--- config.mk ---
export PLATFORM = sky130hd
export DESIGN_NAME = expr_alu_rr_sched
export DESIGN_NICKNAME = d
export VERILOG_FILES = /design/src/rtl/expr_alu_rr_sched.sv
export SDC_FILE = /design/constraint.sdc
export NUM_CORES = 1
export LEC_CHECK = 0
export ABC_CLOCK_PERIOD_IN_PS = 3700
export CORE_MARGIN = 4
export CORE_UTILIZATION = 30
export DETAILED_ROUTE_END_ITERATION = 6
export GPL_TIMING_DRIVEN = 1
export PLACE_DENSITY = 0.54
export SLEW_MARGIN = 30
export SYNTH_ARGS = -nofsm -noshare
export SYNTH_HDL_FRONTEND = slang
export SYNTH_SLANG_ARGS = --single-unit
export TNS_END_PERCENT = 1
--- constraint.sdc ---
create_clock -name clock -period 3.7 [get_ports clock]
set_input_delay 0.37 -clock clock [delete_from_list [all_inputs] [get_ports clock]]
set_output_delay 0.37 -clock clock [all_outputs]
set_load 0.02 [all_outputs]
--- src/rtl/expr_alu_rr_sched.sv ---
// Round-robin scheduler sharing one registered expression ALU among NREQ requesters.
// One op in flight: grant in IDLE, compute in EXEC, hold the response in RESP.
module expr_alu_rr_sched #(
  parameter int unsigned BITS = 32,
  parameter int unsigned NREQ = 4
) (
  input  logic                   clock,
  input  logic                   reset_n,
  input  logic [NREQ-1:0]        req_valid,
  output logic [NREQ-1:0]        req_ready,
  input  logic [4*NREQ-1:0]      req_op,
  input  logic [BITS*NREQ-1:0]   req_a,
  input  logic [BITS*NREQ-1:0]   req_b,
  output logic                   rsp_valid,
  input  logic                   rsp_ready,
  output logic [BITS-1:0]        rsp_data,
  output logic [2:0]             rsp_id,
  output logic                   rsp_err,
  output logic [15:0]            ops_done
);
  localparam int unsigned SW = $clog2(BITS);
  localparam int unsigned PW = (NREQ > 1) ? $clog2(NREQ) : 1;

  typedef enum logic [1:0] {IDLE, EXEC, RESP} state_t;
  typedef enum logic [3:0] {
    OP_ADD, OP_SUB, OP_SHL, OP_SHR, OP_AND, OP_OR, OP_XOR, OP_XNOR, OP_LTU, OP_EQ
  } op_t;

  state_t          state_q, state_d;
  logic [PW-1:0]   ptr_q, ptr_d;
  logic [3:0]      op_q, op_d;
  logic [BITS-1:0] a_q, a_d, b_q, b_d;
  logic [2:0]      id_q, id_d;
  logic            rsp_valid_q, rsp_valid_d;
  logic [BITS-1:0] rsp_data_q, rsp_data_d;
  logic [2:0]      rsp_id_q, rsp_id_d;
  logic            rsp_err_q, rsp_err_d;
  logic [15:0]     ops_done_q, ops_done_d;

  logic            gnt_any;
  logic [PW-1:0]   gnt_idx, cand;
  logic [3:0]      op_sel;
  logic [BITS-1:0] a_sel, b_sel, alu_res;
  logic            alu_err;

  always_ff @(posedge clock) begin
    if (!reset_n) begin
      state_q     <= IDLE;
      ptr_q       <= '0;
      op_q        <= '0;
      a_q         <= '0;
      b_q         <= '0;
      id_q        <= '0;
      rsp_valid_q <= 1'b0;
      rsp_data_q  <= '0;
      rsp_id_q    <= '0;
      rsp_err_q   <= 1'b0;
      ops_done_q  <= '0;
    end else begin
      state_q     <= state_d;
      ptr_q       <= ptr_d;
      op_q        <= op_d;
      a_q         <= a_d;
      b_q         <= b_d;
      id_q        <= id_d;
      rsp_valid_q <= rsp_valid_d;
      rsp_data_q  <= rsp_data_d;
      rsp_id_q    <= rsp_id_d;
      rsp_err_q   <= rsp_err_d;
      ops_done_q  <= ops_done_d;
    end
  end

  // First valid requester at or above ptr, scanning with wrap-around.
  always_comb begin
    gnt_any = 1'b0;
    gnt_idx = '0;
    cand    = '0;
    for (int unsigned k = 0; k < NREQ; k++) begin
      cand = PW'((32'(ptr_q) + k) % NREQ);
      if (!gnt_any && req_valid[cand]) begin
        gnt_any = 1'b1;
        gnt_idx = cand;
      end
    end
  end

  always_comb begin
    op_sel = '0;
    a_sel  = '0;
    b_sel  = '0;
    for (int unsigned i = 0; i < NREQ; i++) begin
      if (gnt_idx == PW'(i)) begin
        op_sel = req_op[4*i +: 4];
        a_sel  = req_a[BITS*i +: BITS];
        b_sel  = req_b[BITS*i +: BITS];
      end
    end
  end

  always_comb begin
    alu_res = '0;
    alu_err = 1'b0;
    case (op_q)
      OP_ADD:  alu_res = a_q + b_q;
      OP_SUB:  alu_res = a_q - b_q;
      OP_SHL:  alu_res = a_q << b_q[SW-1:0];
      OP_SHR:  alu_res = a_q >> b_q[SW-1:0];
      OP_AND:  alu_res = a_q & b_q;
      OP_OR:   alu_res = a_q | b_q;
      OP_XOR:  alu_res = a_q ^ b_q;
      OP_XNOR: alu_res = ~(a_q ^ b_q);
      OP_LTU:  alu_res = {{(BITS-1){1'b0}}, (a_q < b_q)};
      OP_EQ:   alu_res = {{(BITS-1){1'b0}}, (a_q == b_q)};
      default: alu_err = 1'b1;
    endcase
  end

  always_comb begin
    state_d = state_q;
    case (state_q)
      IDLE:    if (gnt_any) state_d = EXEC;
      EXEC:    state_d = RESP;
      RESP:    if (rsp_ready) state_d = IDLE;
      default: state_d = IDLE;
    endcase
  end

  always_comb begin
    ptr_d       = ptr_q;
    op_d        = op_q;
    a_d         = a_q;
    b_d         = b_q;
    id_d        = id_q;
    rsp_valid_d = rsp_valid_q;
    rsp_data_d  = rsp_data_q;
    rsp_id_d    = rsp_id_q;
    rsp_err_d   = rsp_err_q;
    ops_done_d  = ops_done_q;
    case (state_q)
      IDLE: if (gnt_any) begin
        op_d  = op_sel;
        a_d   = a_sel;
        b_d   = b_sel;
        id_d  = 3'(gnt_idx);
        ptr_d = (32'(gnt_idx) == NREQ - 1) ? '0 : gnt_idx + 1'b1;
      end
      EXEC: begin
        rsp_data_d  = alu_res;
        rsp_err_d   = alu_err;
        rsp_id_d    = id_q;
        rsp_valid_d = 1'b1;
      end
      RESP: if (rsp_ready) begin
        rsp_valid_d = 1'b0;
        ops_done_d  = ops_done_q + 16'd1;
      end
      default: ;
    endcase
  end

  // Grant is suppressed while reset is asserted so no requester sees a phantom handshake.
  always_comb begin
    req_ready = '0;
    for (int unsigned i = 0; i < NREQ; i++) begin
      req_ready[i] = reset_n && (state_q == IDLE) && gnt_any && (gnt_idx == PW'(i));
    end
  end

  assign rsp_valid = rsp_valid_q;
  assign rsp_data  = rsp_data_q;
  assign rsp_id    = rsp_id_q;
  assign rsp_err   = rsp_err_q;
  assign ops_done  = ops_done_q;

endmodule

Yosys cells after proc, flatten, opt, wreduce, memory -nomap -nowiden
Index checks and enable logic that the tools add are counted.
{"block": "totals", "regBits": 126, "in_bits": 279}
{"block": "classes", "n_lt_le_gt_ge": 5, "reduce_logical": 21, "n_eq_ne": 17, "shift": 2, "n_mux": 36, "addsub": 7, "bitwise_logic": 4}
{"op": "$pmux 32 s10", "count": 1}
{"op": "$mux 32", "count": 8}
{"op": "$add 32x32->32", "count": 1}
{"op": "$and 32x32->32", "count": 1}
{"op": "$eq 32x32->1", "count": 1}
{"op": "$lt 32x32->1", "count": 1}
{"op": "$not 32->32", "count": 1}
{"op": "$or 32x32->32", "count": 1}
{"op": "$shl 32x5->32", "count": 1}
{"op": "$shr 32x5->32", "count": 1}
{"op": "$sub 32x32->32", "count": 1}
{"op": "$xor 32x32->32", "count": 1}
{"op": "$add 16x1->16 const B", "count": 1}
{"op": "$eq 4x3->1 const B", "count": 4}
{"op": "$mux 4", "count": 4}
{"op": "$mux 2", "count": 7}
{"op": "$lt 2x3->1 const B", "count": 4}
{"op": "$mux 1", "count": 10}
{"op": "$reduce_or 10->1", "count": 1}
{"op": "$logic_and 1x1->1", "count": 9}
{"op": "$bmux 1 s2", "count": 4}
{"op": "$eq 4x2->1 const B", "count": 2}
{"op": "$eq 4x4->1 const B", "count": 2}
{"op": "$reduce_and 2->1", "count": 4}
{"op": "other kinds (12)", "count": 21}

Depth between registers and ports, before layout
Gate-level depths: netlist of run 1.
{"block": "depth", "ltp_word": 17, "mapped_depth": 15}

Worst setup path before layout of run 1
OpenSTA, ideal clock, no wires.
{"block": "synth_timing", "kind": "reg2reg", "from": "register b_q[2]", "to": "register rsp_data_q[23] (netlist: rsp_data[23])", "setup_ps": 119, "path_slack_ps": 155, "synth_period_minus_slack_ps": 3545, "stages_incl_launch_ff": 15, "required_time_ps": 3581, "t_arrival_ps": 3427, "path_cell_list": "dfxtp_1 buf_4 inv_2 buf_2 buf_1 ha_1 buf_2 nor3_1 a2111oi_4 o311ai_2 a21oi_2 nor3_1 o311ai_0 a221o_1 o221a_2"}
{"block": "synth_between", "elab_chain_len": 2, "elab_cells_between_ends": 5, "classes_between": "2 x add/sub; 2 x shift; 1 x mux"}
{"item": "start, declared", "line_no": "32", "source": "logic [BITS-1:0] a_q, a_d, b_q, b_d;"}
{"item": "start signal, assigned", "line_no": "52", "source": "b_q <= '0;"}
{"item": "start signal, assigned", "line_no": "64", "source": "b_q <= b_d;"}
{"item": "$sub 32x32->32 (tied with other cells)", "line_no": "106", "source": "OP_SUB: alu_res = a_q - b_q;"}
{"item": "$pmux 32 s10 (*)", "line_no": "104", "source": "case (op_q)"}
{"item": "end signal, assigned", "line_no": "67", "source": "rsp_data_q <= rsp_data_d;"}
{"item": "end, declared", "line_no": "35", "source": "logic [BITS-1:0] rsp_data_q, rsp_data_d;"}
Every way passes the cells marked *; elsewhere a longest branch is shown, timed or not.
A chain may end at the register's enable or synchronous reset.

Final worst setup path of run 1
{"block": "layout_timing", "from": "register b_q[1]", "to": "register rsp_data_q[2] (netlist: rsp_data[2])"}
Same word-level chain as after synthesis.

==> flow_metrics.tcl, run 1 <==
set metrics [dict create \
    hold_violations 0 \
    ant_nets 0 \
    synth_nets 2537 \
    synth_edf_count 0 \
    grt_antenna_before_repair 2 \
    synth_flop_cell "dfxtp_1" \
    synth_area_sq_mm 0.0157 \
    final-max-slew-violation-count 0 \
    yosysTopAreaCellShare_pct 16.1 \
    clk_latency_ns 0.47 \
    critPathKind "flop to flop" \
    detailedPlace.worstSlack_ns 0.136 \
    setup_tns_ns 0 \
    rsz0062_at_grt "no" \
    nFillCells 5515 \
    crit_path_start_kind "flop" \
    fin_crit_ns 3.67 \
    required_ns 4.06 \
    async_reset_ff_share_pct 0 \
    finalSetupViolations 0 \
    cts.sinks 126 \
    overflow 0 \
    synth_largest_area_cell "dfxtp_1" \
    setup_ws_ns 0.0284 \
    core-area_sq_mm 0.0515 \
    powerDensity_mw_per_mm2 538 \
    post-dp-hpwl_um 70200 \
    final_nets 2884 \
    hold_ws_ns 0.456 \
    synth.area.top_cells "dfxtp_1 16%, ha_1 8.6%, mux4_2 6.9%" \
    grt_pass1_vias 18126 \
    final_common_cell "clkdlybuf4s50_1" \
    drt_iter0_markers 2105 \
    cp_data_arrival_time_ns 4.03 \
    cts_root_buffer "clkbuf_16" \
    post-cts-setup-buffers 0 \
    tritoncts "yes" \
    cp-end-kind "flop" \
    cts_resized 0 \
    hold_path.class "flop to flop" \
    num_vias 18899 \
    cap_violations 0 \
    max_clock_freq_mhz 272 \
    grt_usage_pct 29.9 \
    start_util_pct 30.4 \
    port_buffers 334 \
    cts_buffers 17 \
    area_delta_synth_final_pct 35.5 \
    viasPerCell 5.92 \
    grt_pass1_wl_um 126000 \
    clockBufferDepth 2 \
    status "finished clean" \
    worstMarginPinSlew_ns 1.12 \
    num_io_pins 336 \
    htreeDepth 4 \
    finClkSkew_ns 0.0157 \
    slew_headroom_pct 23.6 \
    ys_ff_latch 126 \
    fp-row-count 83 \
    cp_max_fo 79 \
    fp.dieH_um 236 \
    routabilityCongestion 1.02 \
    avgSynthCellArea_sq_um 7.28 \
    firstDrtPassIters 6 \
    grt_max_degree 138 \
    ys_types 86 \
    post-route-period-util_pct 99.2 \
    dieArea_sq_mm 0.0559 \
    wl_um 87500 \
    syn-instance-count 2149 \
    drive_gt1_share_pct 12.8 \
    clkTransAtPathRegs_ns 0.06 \
    die_w_um 236 \
    ys_seq_area_share_pct 16.1 \
    wl_per_cell_um 27.4 \
    final_cell_mix "333 x clkdlybuf4s50_1, 250 x nor2_1, 228 x nand2_1" \
    ys.warnings.count 0 \
    leakage_nw 8.51 \
    peakVddDrop_mv 0.293 \
    hold_buffers 0 \
    drc 0 \
]
logic make-up after synthesis:
family,count (synthesis),synth area share (%)
buf+inv,295,7.79
mux,127,12.6
compound gates,774,33.6
simple gates,697,19.9
flops,126,16.1
fa+ha+maj,109,8.81
other cells,1,0.0240
xor+xnor,20,1.12
sequential cells by signal, summed over array words and instances (netlist names):
signal / count
a_q: 32
b_q: 32
id_q: 2
op_q: 4
ops_done: 16
ptr_q: 2
rsp_data: 32
rsp_err: 1
rsp_id: 2
rsp_valid: 1
state_q: 2
metrics by stage:
step,total power [mW],std cells,cell area [sq um],utilization (%)
6_report,11.4,3191,21200,41.2
5_1_grt,12.0,3191,21200,41.2
4_1_cts,11.2,3189,21200,41.2
3_5_place_dp,9.39,3157,20600,40.0
3_3_place_gp,9.39,3157,20600,40.0
2_1_floorplan,6.16,2149,15700,-
layout make-up:
| type | count | area [sq um] | area share (%) |
|---|---|---|---|
| clock inverter | 13 | 154 | 0.726 |
| antenna | 2 | 5.00 | 0.0236 |
| timing repair buffer | 521 | 4850 | 22.9 |
| clock buffer | 19 | 453 | 2.14 |
| sequential | 126 | 2530 | 11.9 |
| inverter | 102 | 383 | 1.81 |
| tap | 680 | 851 | 4.01 |
| multi-input combinational | 1728 | 12000 | 56.5 |
synthesized netlist by cell type (5+ instances only):
cell	count
a2111oi_0	8
a211o_1	8
a211oi_1	26
a21boi_0	12
a21o_1	24
a21oi_1	196
a221o_1	9
a221oi_1	19
a22oi_1	77
a31oi_1	17
and2_1	23
and3_1	19
buf_1	9
buf_2	29
buf_4	14
clkbuf_1	138
dfxtp_1	126
ha_1	107
inv_1	99
mux2_2	12
mux2i_1	62
mux4_1	5
mux4_2	48
nand2_1	228
nand2b_1	13
nand3_1	37
nand4_1	15
nor2_1	251
nor2b_1	24
nor3_1	38
nor3b_1	7
nor4_1	14
o2111ai_1	6
o211a_1	41
o211ai_1	93
o21a_1	8
o21ai_0	139
o21bai_1	11
o221ai_1	12
o22ai_1	8
o311ai_0	5
o31ai_1	8
or3_1	9
xnor2_1	17
critical path: stages (launching register included):
cell	delay, ns
dfxtp_4	0.36
buf_12	0.34
mux2_2	0.41
nand2_1	0.07
o21ai_0	0.15
o21ai_0	0.86
a21oi_1	0.28
a22oi_1	0.34
nand4_1	0.33
a22oi_1	0.25
nor2b_1	0.06
report_power, final:
part	internal (mW)	switching [mW]	total, mW
clock	1.04	0.770	1.81
combinational	2.97	4.80	7.77
sequential	1.57	0.259	1.83
metal layers:
metal | vias to the layer above | track usage (%) | wire, um
li1 | 8634 | - | -
met1 | 9113 | 42.5 | 38600
met2 | 1026 | 45.3 | 38100
met3 | 126 | 6.07 | 7680
met4 | 0 | 10.1 | 3080
met5 | - | 0 | 0
worst paths after layout:
| kind | start | to | slack (ns) | depth (start not counted) |
|---|---|---|---|---|
| hold / removal | rsp_data[11] | rsp_data[11] | 0.46 | 2 |
| setup / recovery | b_q[1] | rsp_data[2] | 0.03 | 10 |
| hold reg to reg | rsp_data[11] | rsp_data[11] | 0.46 | 2 |
| setup reg to reg | b_q[1] | rsp_data[2] | 0.03 | 10 |
Power figures use the tool's default switching activity.
==> inputs of run 2 (changes only) <==
--- a/config.mk
+++ b/config.mk
@@ -9,8 +9,8 @@
 export CORE_MARGIN = 4
 export CORE_UTILIZATION = 30
 export DETAILED_ROUTE_END_ITERATION = 6
-export GPL_TIMING_DRIVEN = 1
 export PLACE_DENSITY = 0.54
+export SKIP_CTS_REPAIR_TIMING = 1
 export SLEW_MARGIN = 30
 export SYNTH_ARGS = -nofsm -noshare
 export SYNTH_HDL_FRONTEND = slang
==> results of run 2 <==
Final layout, timing and power as in run 1 (identical DEF).
==> inputs of run 3 (changes only) <==
--- a/config.mk
+++ b/config.mk
@@ -6,9 +6,9 @@
 export NUM_CORES = 1
 export LEC_CHECK = 0
 export ABC_CLOCK_PERIOD_IN_PS = 3700
-export CORE_MARGIN = 4
 export CORE_UTILIZATION = 30
 export DETAILED_ROUTE_END_ITERATION = 6
+export GPL_TIMING_DRIVEN = 0
 export PLACE_DENSITY = 0.54
 export SKIP_CTS_REPAIR_TIMING = 1
 export SLEW_MARGIN = 30
==> run 3 against run 2 <==
Largest cell class unchanged; worst setup slack worse by 0.23 ns; hold slack worse by 0.0061 ns; combinational power down 1%; global-route usage up 5.8 points; the flow now finishes with violations (negative setup slack); non-clock buffer count up 17; critical path depth up 2; sequential share of layout area up 0.21 points; sequential power up 10%; clock-buffer cell count down 1; via count up 2.6%; wire length up 11%; largest power group unchanged; clock power about the same.
==> flow_metrics.tcl, run 3 (same netlist as run 1, synthesis figures left out) <==
set metrics [dict create \
    ant_nets 0 \
    overflow 0 \
    grt_usage_pct 35.8 \
    hold_path.class "flop to flop" \
    fp.dieH_um 230 \
    htreeDepth 4 \
    finalNonFillerCells 3207 \
    detailedPlace.worstSlack_ns -1.60 \
    area_delta_synth_final_pct 33.4 \
    routabilityCongestion 1.05 \
    wl_per_cell_um 30.3 \
    cts_buffers 17 \
    cts_root_buffer "clkbuf_16" \
    crit_buf_inv 4 \
    final_nets 2901 \
    max_clock_freq_mhz 256 \
    violations "negative setup slack" \
    required_ns 4.06 \
    port_buffers 333 \
    leakage_nw 8.12 \
    core-area_sq_mm 0.0514 \
    max_stage_delay_ns 0.49 \
    post-dp-hpwl_um 81300 \
    wl_um 97100 \
    cts.sinks 126 \
    worstMarginPinSlew_ns 1.06 \
    place_inst 3164 \
    clockBufferDepth 2 \
    grt_antenna_before_repair 0 \
    grt_pass1_wl_um 136000 \
    start_util_pct 30.4 \
    fin_crit_ns 3.90 \
    fp-row-count 83 \
    post-route-period-util_pct 105 \
    rsz0062_at_grt "yes" \
    finalSetupViolations 13 \
    clk_latency_ns 0.48 \
    dieArea_sq_mm 0.0531 \
    seq_area_sq_mm 0.00253 \
    cp_top_family "compound AO/OA/AOI/OAI gates" \
    die_w_um 230 \
    multi_input_area_sq_mm 0.0121 \
    final_cell_mix "333 x clkdlybuf4s50_1, 247 x nor2_1, 228 x nand2_1" \
    fin_area_sq_mm 0.0209 \
    finClkSkew_ns 0.0157 \
    cap_violations 0 \
    powerDensity_mw_per_mm2 552 \
    tritoncts "yes" \
    cp-end-kind "flop" \
    nFillCells 5425 \
    peakVddDrop_mv 0.328 \
    clkTransAtPathRegs_ns 0.07 \
    dpl_cell_area_sq_mm 0.0199 \
    cp_max_fo 10 \
    num_io_pins 336 \
    drive_gt1_share_pct 9.78 \
    drc 0 \
    hold_violations 0 \
    drt_iter0_markers 1992 \
    crit_slowest_cell "dfxtp_1" \
    hold_ws_ns 0.450 \
    cp_data_arrival_time_ns 4.27 \
    viasPerCell 6.05 \
    num_vias 19388 \
    final_common_cell "clkdlybuf4s50_1" \
    slew_headroom_pct 28.3 \
    grt_pass1_vias 18634 \
    status "complete, but fails checks" \
    grt_max_degree 17 \
    p_total_mw 11.5 \
    final-max-slew-violation-count 0 \
    setup_ws_ns -0.203 \
    critPathKind "flop to flop" \
    firstDrtPassIters 5 \
    path_cells "clkbuf_1, inv_1, ha_1, buf_2, inv_1, a21oi_1, o31ai_2, a21oi_1, o311ai_2, o311ai_2, a221o_1, o221a_2" \
    crit_path_start_kind "flop" \
]
## run 3: path summary, 6_finish.rpt
| path | start | end | slack (ns) | cells past startpoint |
|---|---|---|---|---|
| setup / recovery | a_q[12] | rsp_data[23] | -0.20 | 12 |
| hold / removal | rsp_data[9] | rsp_data[9] | 0.45 | 2 |
| setup reg to reg | a_q[12] | rsp_data[23] | -0.20 | 12 |
| hold reg to reg | rsp_data[9] | rsp_data[9] | 0.45 | 2 |
## run 3: stage by stage
step | TNS [ns] | util (%)
after detailed placement | -58.87 | 38.7
after global placement | -62.74 | 38.6
after global routing | -2.05 | 40.6
final | -1.45 | 40.6
after CTS | -39.81 | 39.9
after floorplan | 0 | -
## run 3: worst min-delay path, cell delays in order, from the launching register on
cell and delay, ns:
dfxtp_1 0.31, nand2_1 0.05, o21ai_1 0.05
## run 3: where the power goes
group / switching, mW / internal [mW] / total (mW) / leakage (nW)
registers: 0.456 / 1.57 / 2.02 / 1.04
logic: 4.99 / 2.67 / 7.66 / 6.79
clock network: 0.802 / 1.04 / 1.84 / 0.296
## run 3: layout make-up
cell class              count  area share, %
diodes                      1         0.0120
repair buffers            349           16.6
flip-flops and latches    126           12.1
inverters                 102           1.86
multi-input cells        1728           58.2
clock inverters            14          0.827
clock buffers              18           2.10
well taps                 680           4.08
plain buffers             189           4.23
## run 3: per-layer routing
| layer | share of wire (%) | vias up | global-route usage (%) |
|---|---|---|---|
| li1 | - | 8651 | - |
| met1 | 40 | 9415 | 44.1 |
| met2 | 46 | 1118 | 58.2 |
| met3 | 7.8 | 204 | 6.21 |
| met4 | 6.2 | 0 | 21.4 |
| met5 | 0 | - | 0 |
